--- config.mk ---
export PLATFORM = sky130hd
export DESIGN_NAME = nou_retire_arb
export DESIGN_NICKNAME = d
export VERILOG_FILES = /design/src/rtl/nou_retire_arb.sv
export SDC_FILE = /design/constraint.sdc
export NUM_CORES = 1
export LEC_CHECK = 0
export CAP_MARGIN = 30
export CORE_AREA = 2 2 165 167
export DETAILED_ROUTE_END_ITERATION = 8
export DIE_AREA = 0 0 167 169
export GPL_TIMING_DRIVEN = 1
export SLEW_MARGIN = 40
export SYNTH_ARGS = -nofsm -noshare
export SYNTH_HDL_FRONTEND = slang
export SYNTH_SLANG_ARGS = --single-unit
--- constraint.sdc ---
create_clock -name clk -period 3.85 [get_ports clk]
set_input_delay 0.9625 -clock clk [delete_from_list [all_inputs] [get_ports clk]]
set_output_delay 0.9625 -clock clk [all_outputs]
set_load 0.02 [all_outputs]
--- src/rtl/nou_retire_arb.sv ---
// nou_retire_arb: in-order retire arbiter for the NOU response path.
// Collects SID-tagged responses from NUM_UNIT retire units and untagged RPU
// responses. Unit responses retire strictly in SID order, and the RPU fills
// idle slots or is forced through after RPU_MAX_WAIT pass-overs. Writes go to
// the RV response FIFO through a registered stage under credit flow control.
// Optional feature macro: NOU_RETIRE_SID_CHK_EN builds the sticky sid_err
// checker (duplicate valid SIDs, or a pop while all credits are held).
module nou_retire_arb #(
   parameter int NUM_UNIT     = 4,
   parameter int SID_WIDTH    = 4,
   parameter int DATA_WIDTH   = 64,
   parameter int FIFO_DEPTH   = 8,
   parameter int RPU_MAX_WAIT = 8
) (
   input  logic                             clk,
   input  logic                             rst_n,
   input  logic [NUM_UNIT-1:0]              unit_vld,
   input  logic [NUM_UNIT*SID_WIDTH-1:0]    unit_sid,
   input  logic [NUM_UNIT*DATA_WIDTH-1:0]   unit_data,
   output logic [NUM_UNIT-1:0]              unit_keep,
   input  logic                             rpu_rsp_vld,
   input  logic [DATA_WIDTH-1:0]            rpu_rsp_data,
   output logic                             rpu_rsp_gnt,
   input  logic                             rsp_fifo_rd,
   output logic                             rsp_fifo_wr_en,
   output logic [DATA_WIDTH-1:0]            rsp_fifo_data,
   output logic [NUM_UNIT:0]                retire_uov,
   output logic [SID_WIDTH-1:0]             next_sid,
   output logic                             sid_err
);

   localparam int CREDIT_W = $clog2(FIFO_DEPTH + 1);
   localparam int WAIT_W   = $clog2(RPU_MAX_WAIT + 1);
   localparam int IDX_W    = (NUM_UNIT > 1) ? $clog2(NUM_UNIT) : 1;
   localparam logic [CREDIT_W-1:0] CREDIT_MAX = CREDIT_W'(FIFO_DEPTH);
   localparam logic [WAIT_W-1:0]   WAIT_MAX   = WAIT_W'(RPU_MAX_WAIT);

   logic [CREDIT_W-1:0]   credit;
   logic [WAIT_W-1:0]     rpu_wait;
   logic [NUM_UNIT-1:0]   unit_match;
   logic [NUM_UNIT-1:0]   unit_grant;
   logic [IDX_W-1:0]      sel_idx;
   logic                  any_match;
   logic                  has_credit;
   logic                  rpu_force;
   logic                  rpu_grant;
   logic                  unit_grant_any;
   logic                  any_grant;
   logic                  pop_ok;
   logic [DATA_WIDTH-1:0] grant_data;

   // A unit is eligible only when it holds exactly the SID due next
   always_comb begin
      unit_match = '0;
      for (int i = 0; i < NUM_UNIT; i++) begin
         unit_match[i] = unit_vld[i] && (unit_sid[i*SID_WIDTH +: SID_WIDTH] == next_sid);
      end
   end

   // Lowest-index eligible unit wins when several present the same SID
   always_comb begin
      sel_idx = '0;
      for (int i = NUM_UNIT - 1; i >= 0; i--) begin
         if (unit_match[i]) begin
            sel_idx = IDX_W'(i);
         end
      end
   end

   assign any_match  = |unit_match;
   assign has_credit = (credit != '0);
   assign rpu_force  = rpu_rsp_vld && (rpu_wait == WAIT_MAX);
   assign pop_ok     = rsp_fifo_rd && (credit != CREDIT_MAX);

   // Grants are gated by rst_n so the combinational outputs read 0 during reset
   assign rpu_grant      = rst_n && has_credit && rpu_rsp_vld && (rpu_force || !any_match);
   assign unit_grant_any = rst_n && has_credit && any_match && !rpu_force;
   assign any_grant      = rpu_grant || unit_grant_any;

   // One-hot unit grant vector drives both the keep outputs and retire_uov
   always_comb begin
      unit_grant = '0;
      if (unit_grant_any) begin
         unit_grant[sel_idx] = 1'b1;
      end
   end

   assign grant_data  = rpu_grant ? rpu_rsp_data : unit_data[sel_idx*DATA_WIDTH +: DATA_WIDTH];
   assign unit_keep   = unit_vld & ~unit_grant & {NUM_UNIT{rst_n}};
   assign rpu_rsp_gnt = rpu_grant;

   // Arbitration state: expected SID, RPU starvation counter and FIFO credits
   always_ff @(posedge clk or negedge rst_n) begin
      if (!rst_n) begin
         next_sid <= '0;
         rpu_wait <= '0;
         credit   <= CREDIT_MAX;
      end else begin
         if (unit_grant_any) begin
            next_sid <= next_sid + SID_WIDTH'(1);
         end
         if (rpu_grant) begin
            rpu_wait <= '0;
         end else if (rpu_rsp_vld && (rpu_wait != WAIT_MAX)) begin
            rpu_wait <= rpu_wait + WAIT_W'(1);
         end
         if (any_grant && !pop_ok) begin
            credit <= credit - CREDIT_W'(1);
         end else if (!any_grant && pop_ok) begin
            credit <= credit + CREDIT_W'(1);
         end
      end
   end

   // Registered write stage: one FIFO write per grant, one cycle later
   always_ff @(posedge clk or negedge rst_n) begin
      if (!rst_n) begin
         rsp_fifo_wr_en <= 1'b0;
         rsp_fifo_data  <= '0;
         retire_uov     <= '0;
      end else begin
         rsp_fifo_wr_en <= any_grant;
         retire_uov     <= {rpu_grant, unit_grant};
         if (any_grant) begin
            rsp_fifo_data <= grant_data;
         end
      end
   end

`ifdef NOU_RETIRE_SID_CHK_EN
   logic dup_sid;

   // Flag any pair of valid units presenting the same SID
   always_comb begin
      dup_sid = 1'b0;
      for (int i = 0; i < NUM_UNIT; i++) begin
         for (int j = i + 1; j < NUM_UNIT; j++) begin
            if (unit_vld[i] && unit_vld[j] &&
                (unit_sid[i*SID_WIDTH +: SID_WIDTH] == unit_sid[j*SID_WIDTH +: SID_WIDTH])) begin
               dup_sid = 1'b1;
            end
         end
      end
   end

   // Sticky error: duplicate SIDs or a pop with every credit already returned
   always_ff @(posedge clk or negedge rst_n) begin
      if (!rst_n) begin
         sid_err <= 1'b0;
      end else if (dup_sid || (rsp_fifo_rd && (credit == CREDIT_MAX))) begin
         sid_err <= 1'b1;
      end
   end
`else
   assign sid_err = 1'b0;
`endif

endmodule

; ---- Word level (Yosys, flattened, before mapping)
; Cells that the tools add are included.
[word_totals]
output_inout_bits = 80
word_cells = 60
ff_bits = 82
in_bits = 344
[op_classes]
n_addsub = 4
shift = 1
magnitude_cmp = 2
bitwise_logic = 3
n_eq_ne = 7
mux = 12
n_reduce_logical = 25
[op_table]
columns = op, count
row1 = 256-bit by 9-bit variable part select with 64-bit output, 1
row2 = 64-bit 2-to-1 mux, 1
row3 = 4-bit 2-to-1 mux, 5
row4 = 4-bit equality test, 4
row5 = 1-bit logical AND, 15
row6 = "4-bit by 1-bit adder with 4-bit output, second input constant", 3
row7 = 4-bit AND, 2
row8 = 2-bit 2-to-1 mux, 4
row9 = "4-bit != test, second input constant", 2
row10 = "4-bit equality test, second input constant", 1
row11 = 1-bit logical NOT, 4
row12 = 4-bit NOT, 1
row13 = 2-bit nonzero test, 2
row14 = 4-bit nonzero test, 1
row15 = 4-bit OR reduction, 1
row16 = "4-bit by 1-bit subtractor with 4-bit output, second input constant", 1
row17 = "2-bit by 3-bit < comparator with 1-bit output, second input constant", 1
row18 = 1-bit demux with 2-bit select, 1
row19 = "2-bit by 1-bit >= comparator with 1-bit output, second input constant", 1
row20 = 1-bit logical OR, 2
row21 = 1-bit 2-to-1 mux, 1

; ---- Logic depth before layout (Yosys ltp)
[depth]
depth_word = 14
depth_mapped = 16
ltp_nobuf = 12

; ---- Worst setup path after synthesis
; OpenSTA, ideal clock, no wires.
[synth_path]
kind = input to register
startpoint = input port unit_sid[11]
endpoint = register credit[2]
required_ps = 3725
path_buffers = 2
setup_ps = 125
arrival_ps = 3374
stages = 14
setup_slack_ps = 350
cell_sequence = xnor2_1 -> and3_1 -> a22o_4 -> o41ai_4 -> buf_2 -> buf_4 -> inv_1 -> ha_1 -> xor2_1 -> ha_1 -> a21oi_1 -> xor2_1 -> nor2_1 -> xor2_1
[synth_via]
elab_chain_cells = 10
word_cells_on_any_way = 14
classes_between = eq/ne: 1 / mux: 1 / reduce/logical: 12
[synth_rtl]
columns = element, line
row1 = from (decl), 18  ; input logic [NUM_UNIT*SID_WIDTH-1:0] unit_sid,
row2 = 4-bit equality test (*), 56  ; unit_match[i] = unit_vld[i] && (unit_sid[i*SID_WIDTH +: SID_WIDTH] == next_sid);
row3 = 1-bit logical AND (*), 56
row4 = 4-bit OR reduction (*), 70  ; assign any_match = |unit_match;
row5 = 1-bit logical NOT, 76  ; assign rpu_grant = rst_n && has_credit && rpu_rsp_vld && (rpu_force || !any_match);
row6 = 1-bit logical OR, 76
row7 = 1-bit logical AND, 76
row8 = 1-bit logical OR (*), 78  ; assign any_grant = rpu_grant || unit_grant_any;
row9 = via any_grant, 48  ; logic any_grant;
row10 = 1-bit logical NOT, 109  ; end else if (!any_grant && pop_ok) begin
row11 = 1-bit logical AND, 109
row12 = 2-bit nonzero test (no line), -
row13 = to (signal assigned), 108  ; credit <= credit - CREDIT_W'(1);
row14 = to (signal assigned), 110  ; credit <= credit + CREDIT_W'(1);
row15 = to (decl), 38  ; logic [CREDIT_W-1:0] credit;
; Mark *: on every way through the listed nets, which the timed path passes. The rest lies on a longest branch.
; A chain may end at the register's enable or synchronous reset.

; ---- Worst setup path in the final report
[layout_path]
startpoint = input port unit_sid[5]
endpoint = output port unit_keep[1]
[layout_via]
elab_chain_cells = 12
word_cells_on_any_way = 16
classes_between = order compare: 2 / eq/ne: 1 / mux: 5 / bitwise: 3 / reduce/logical: 5
[layout_rtl]
columns = element, line
row1 = 4-bit equality test (*), 56
row2 = 1-bit logical AND (*), 56
row3 = 2-bit 2-to-1 mux (2 in a row), 64  ; if (unit_match[i]) begin
row4 = 2-bit by 3-bit < comparator with 1-bit output (not written as such) or 2-bit by 1-bit >= comparator with 1-bit output (tied branches), 84  ; unit_grant[sel_idx] = 1'b1;
row5 = 1-bit logical AND (not written as such), 84
row6 = 1-bit 2-to-1 mux (not written as such), 84
row7 = 1-bit demux with 2-bit select, 84
row8 = 4-bit 2-to-1 mux (*), 83  ; if (unit_grant_any) begin
row9 = via unit_grant[1], 41  ; logic [NUM_UNIT-1:0] unit_grant;
row10 = 4-bit NOT (*), 89  ; assign unit_keep = unit_vld & ~unit_grant & {NUM_UNIT{rst_n}};
row11 = 4-bit AND (*) (2 in a row), 89
row12 = to (decl), 20  ; output logic [NUM_UNIT-1:0] unit_keep,
; Marks and branches as above.

==> metrics.cfg <==
[cells_and_area]
regArea_um2=2053
final_cell_mix=clkdlybuf4s50_1 (417), dfrtp_1 (81), nand2_1 (74)
fillers=2603
multi_input_area_um2=4863
num-nets-final=1527
area_growth_syn_to_layout_pct=63.63
layout_commonest_cell=clkdlybuf4s50_1
post_route_cells_drive_above_1_share_pct=15.65
finish.cell_count_without_fillers=1525

[global_routing]
global_route.usage.total_pct=24.03
grt_pass1_vias=8938
grt_start_max_net_pins=129
grt_antenna_before_repair=3
overflow=0
global_route_wire_length_before_repair_mm=53.06

[place]
dp_cells=1507
rd_place_congestion=0.8712
port_buffers=422
dp_hpwl_mm=25.01

[detailed_routing]
met1Wirelength_mm=14.64
detail_route.wl_per_cell_um=23.51
detailedRoute.firstIterationViolations=601
route.detailed.drc=0
totalWireLength_mm=35.85
top_layer_used=met5
drt.antenna.violating_nets=0
met3WireLength_mm=3.014
drt-vias-per-instance=5.799
vias=8843
detailedRoute.firstPassIterationCount=5
route.met2.wl_mm=16.87

[yosys]
synth_ff_type=dfrtp_1
syn_avg_cell_area_um2=9.227
yosys.cell_types.count=46
syn_nets=1170
sequential_to_total_area_share_from_yosys_stat_pct=27.14
synth-seq-cells=82
yosys_warnings=0
post_synthesis_instance_total=820
async_flop_share_pct=100.0
syn_area_um2=7566
synth_enable_flop_cells=0

[clock_network]
clkTransAtPathRegs_ns=0.07
postCtsSetupBuffers=0
inserted_clock_buffers=9
clock_tree.root_cell=clkbuf_16
tritoncts=yes
htreeDepth=3
cts_num_sinks=82
holdBufCountCts=0
clockBufferDepth=2
worst_skew_pair.late_latency_ns=0.35

[timing]
setup_violations=0
post-route-period-util_pct=98.53
tns_ns=0
timing.final.hold_violations=0
rsz0062_at_grt=false
maxSlewViolCount=0
fin_skew_ns=0.01199
timing.hold.ws_ns=0.4789
slew_headroom_pct=39.09
finalCriticalPeriod_ns=3.794
fmax_mhz=263.6
worstMarginPinSlew_ns=0.9137

[die]
initial_utilization_pct=28.55
core_area_um2=26500
io_pins=424
die_height_um=169
floorplan.die.width_um=167
placementRows=60
design.die.area_um2=28220

[min_path]
timing.hold.worst.class=flip-flop to flip-flop
timing.hold.worst.start=rsp_fifo_data[7]

[critical_path]
cp_required_ns=2.89
critPathMaxFanout=4
cp.arrival_ns=2.83
startpoint=unit_sid[5]
critPathCaptureType=output pin
rr_startpoint=next_sid[0]
critical_path.startpoint_type=input pin
critPathKind=input pin to output pin

[pwr]
highest_ir_drop_seen_on_vdd_uv=484.8
pwr_density_cell_nw_per_um2=577.5
total_leakage_power_uw=0.004218

[flow_run]
number_of_max_cap_violations=0

[run_status]
outcome=finished, final reports clean

==> metrics by stage <==
step	util (%)	setup slack, ns	total power [uW]	area (um2)
2_1_floorplan	-	0.3504	4320	7566
3_3_place_gp	45.47	-0.2055	6167	12050
3_5_place_dp	45.49	-0.2197	6220	12050
4_1_cts	46.65	0.05127	7181	12360
5_1_grt	46.71	0.003962	7543	12380
6_report	46.72	0.05641	7150	12380
==> cell type report <==
type / count / area share [%]
clock inverter: 5 / 0.4952
tap: 341 / 3.446
antenna: 2 / 0.04042
clock buffer: 11 / 2.041
sequential: 82 / 16.58
timing repair buffer: 469 / 37.96
inverter: 5 / 0.1516
multi-input combinational: 610 / 39.28
==> per-layer routing <==
metal  global-route usage, %  vias to the layer above
met5                       0                        -
met4                   10.76                        2
met3                   6.126                       72
met2                   40.28                      474
met1                   29.09                     4261
li1                        -                     4034
==> worst max-delay path, stage by stage <==
cell             delay [ns]
clkdlybuf4s50_1        0.41
xnor2_1                0.28
nand3_4                0.13
or2_2                  0.32
nor3_1                 0.29
nor2_1                 0.09
dlygate4sd2_1          0.34
==> worst paths after layout <==
| path | end | slack [ns] | cells after the start |
|---|---|---|---|
| max | unit_keep[1] | 0.06 | 7 |
| min | rsp_fifo_data[7] | 0.48 | 2 |
| max reg2reg | rsp_fifo_data[51] | 0.76 | 8 |
| min reg2reg | rsp_fifo_data[7] | 0.48 | 2 |
| max in group asynchronous | rsp_fifo_data[4] | 2.74 | 2 |
| min in group asynchronous | next_sid[2] | 0.65 | 2 |
==> cell usage after synthesis, types with 3 or more instances <==
library cell	instances	share of area, %
o31ai_1	14	1.4
nor3_1	67	4.4
xnor2_1	15	1.7
nor3b_1	64	6.4
nand3_1	68	4.5
nor2b_1	3	0.25
o2111ai_1	64	7.4
o31ai_2	50	8.3
buf_2	45	3.0
a221oi_2	50	9.9
clkbuf_1	43	2.1
nand2_1	76	3.8
ha_1	6	0.99
nor2_1	11	0.55
a311oi_1	64	7.4
buf_4	28	2.8
xor2_1	12	1.4
a221oi_1	14	1.6
a21oi_1	3	0.20
buf_8	5	0.99
inv_1	5	0.25
dfrtp_1	81	27
and2_1	6	0.50
==> power by group <==
group	internal [uW]	switching (uW)	total, uW
Sequential	1260	275	1530
Combinational	1980	2700	4680
Clock	543	394	937
==> kinds of logic after synthesis <==
kind of cell,after synthesis,share of synthesized area (%)
adders and majority gates,6,0.9922
buffers and inverters,128,9.327
DFF,82,27.14
muxes,2,0.2976
AOI/OAI and AO/OA,270,37.89
other,1,0.04956
xor gates and xnor gates,27,3.126
and+or+nand+nor,304,21.18
==> flip-flops by register name, summed over array words and instances (netlist names) <==
register	cells
credit	4
next_sid	4
retire_uov	5
rpu_wait	4
rsp_fifo_data	64
rsp_fifo_wr_en	1
==> timing repair <==
item                                   4_1_cts  5_1_grt
resized for setup                            4        4
setup endpoints to repair                    4        3
endpoints found under the hold margin        0        0
gates cloned                                 0        0
Power figures use the tool's default switching activity.
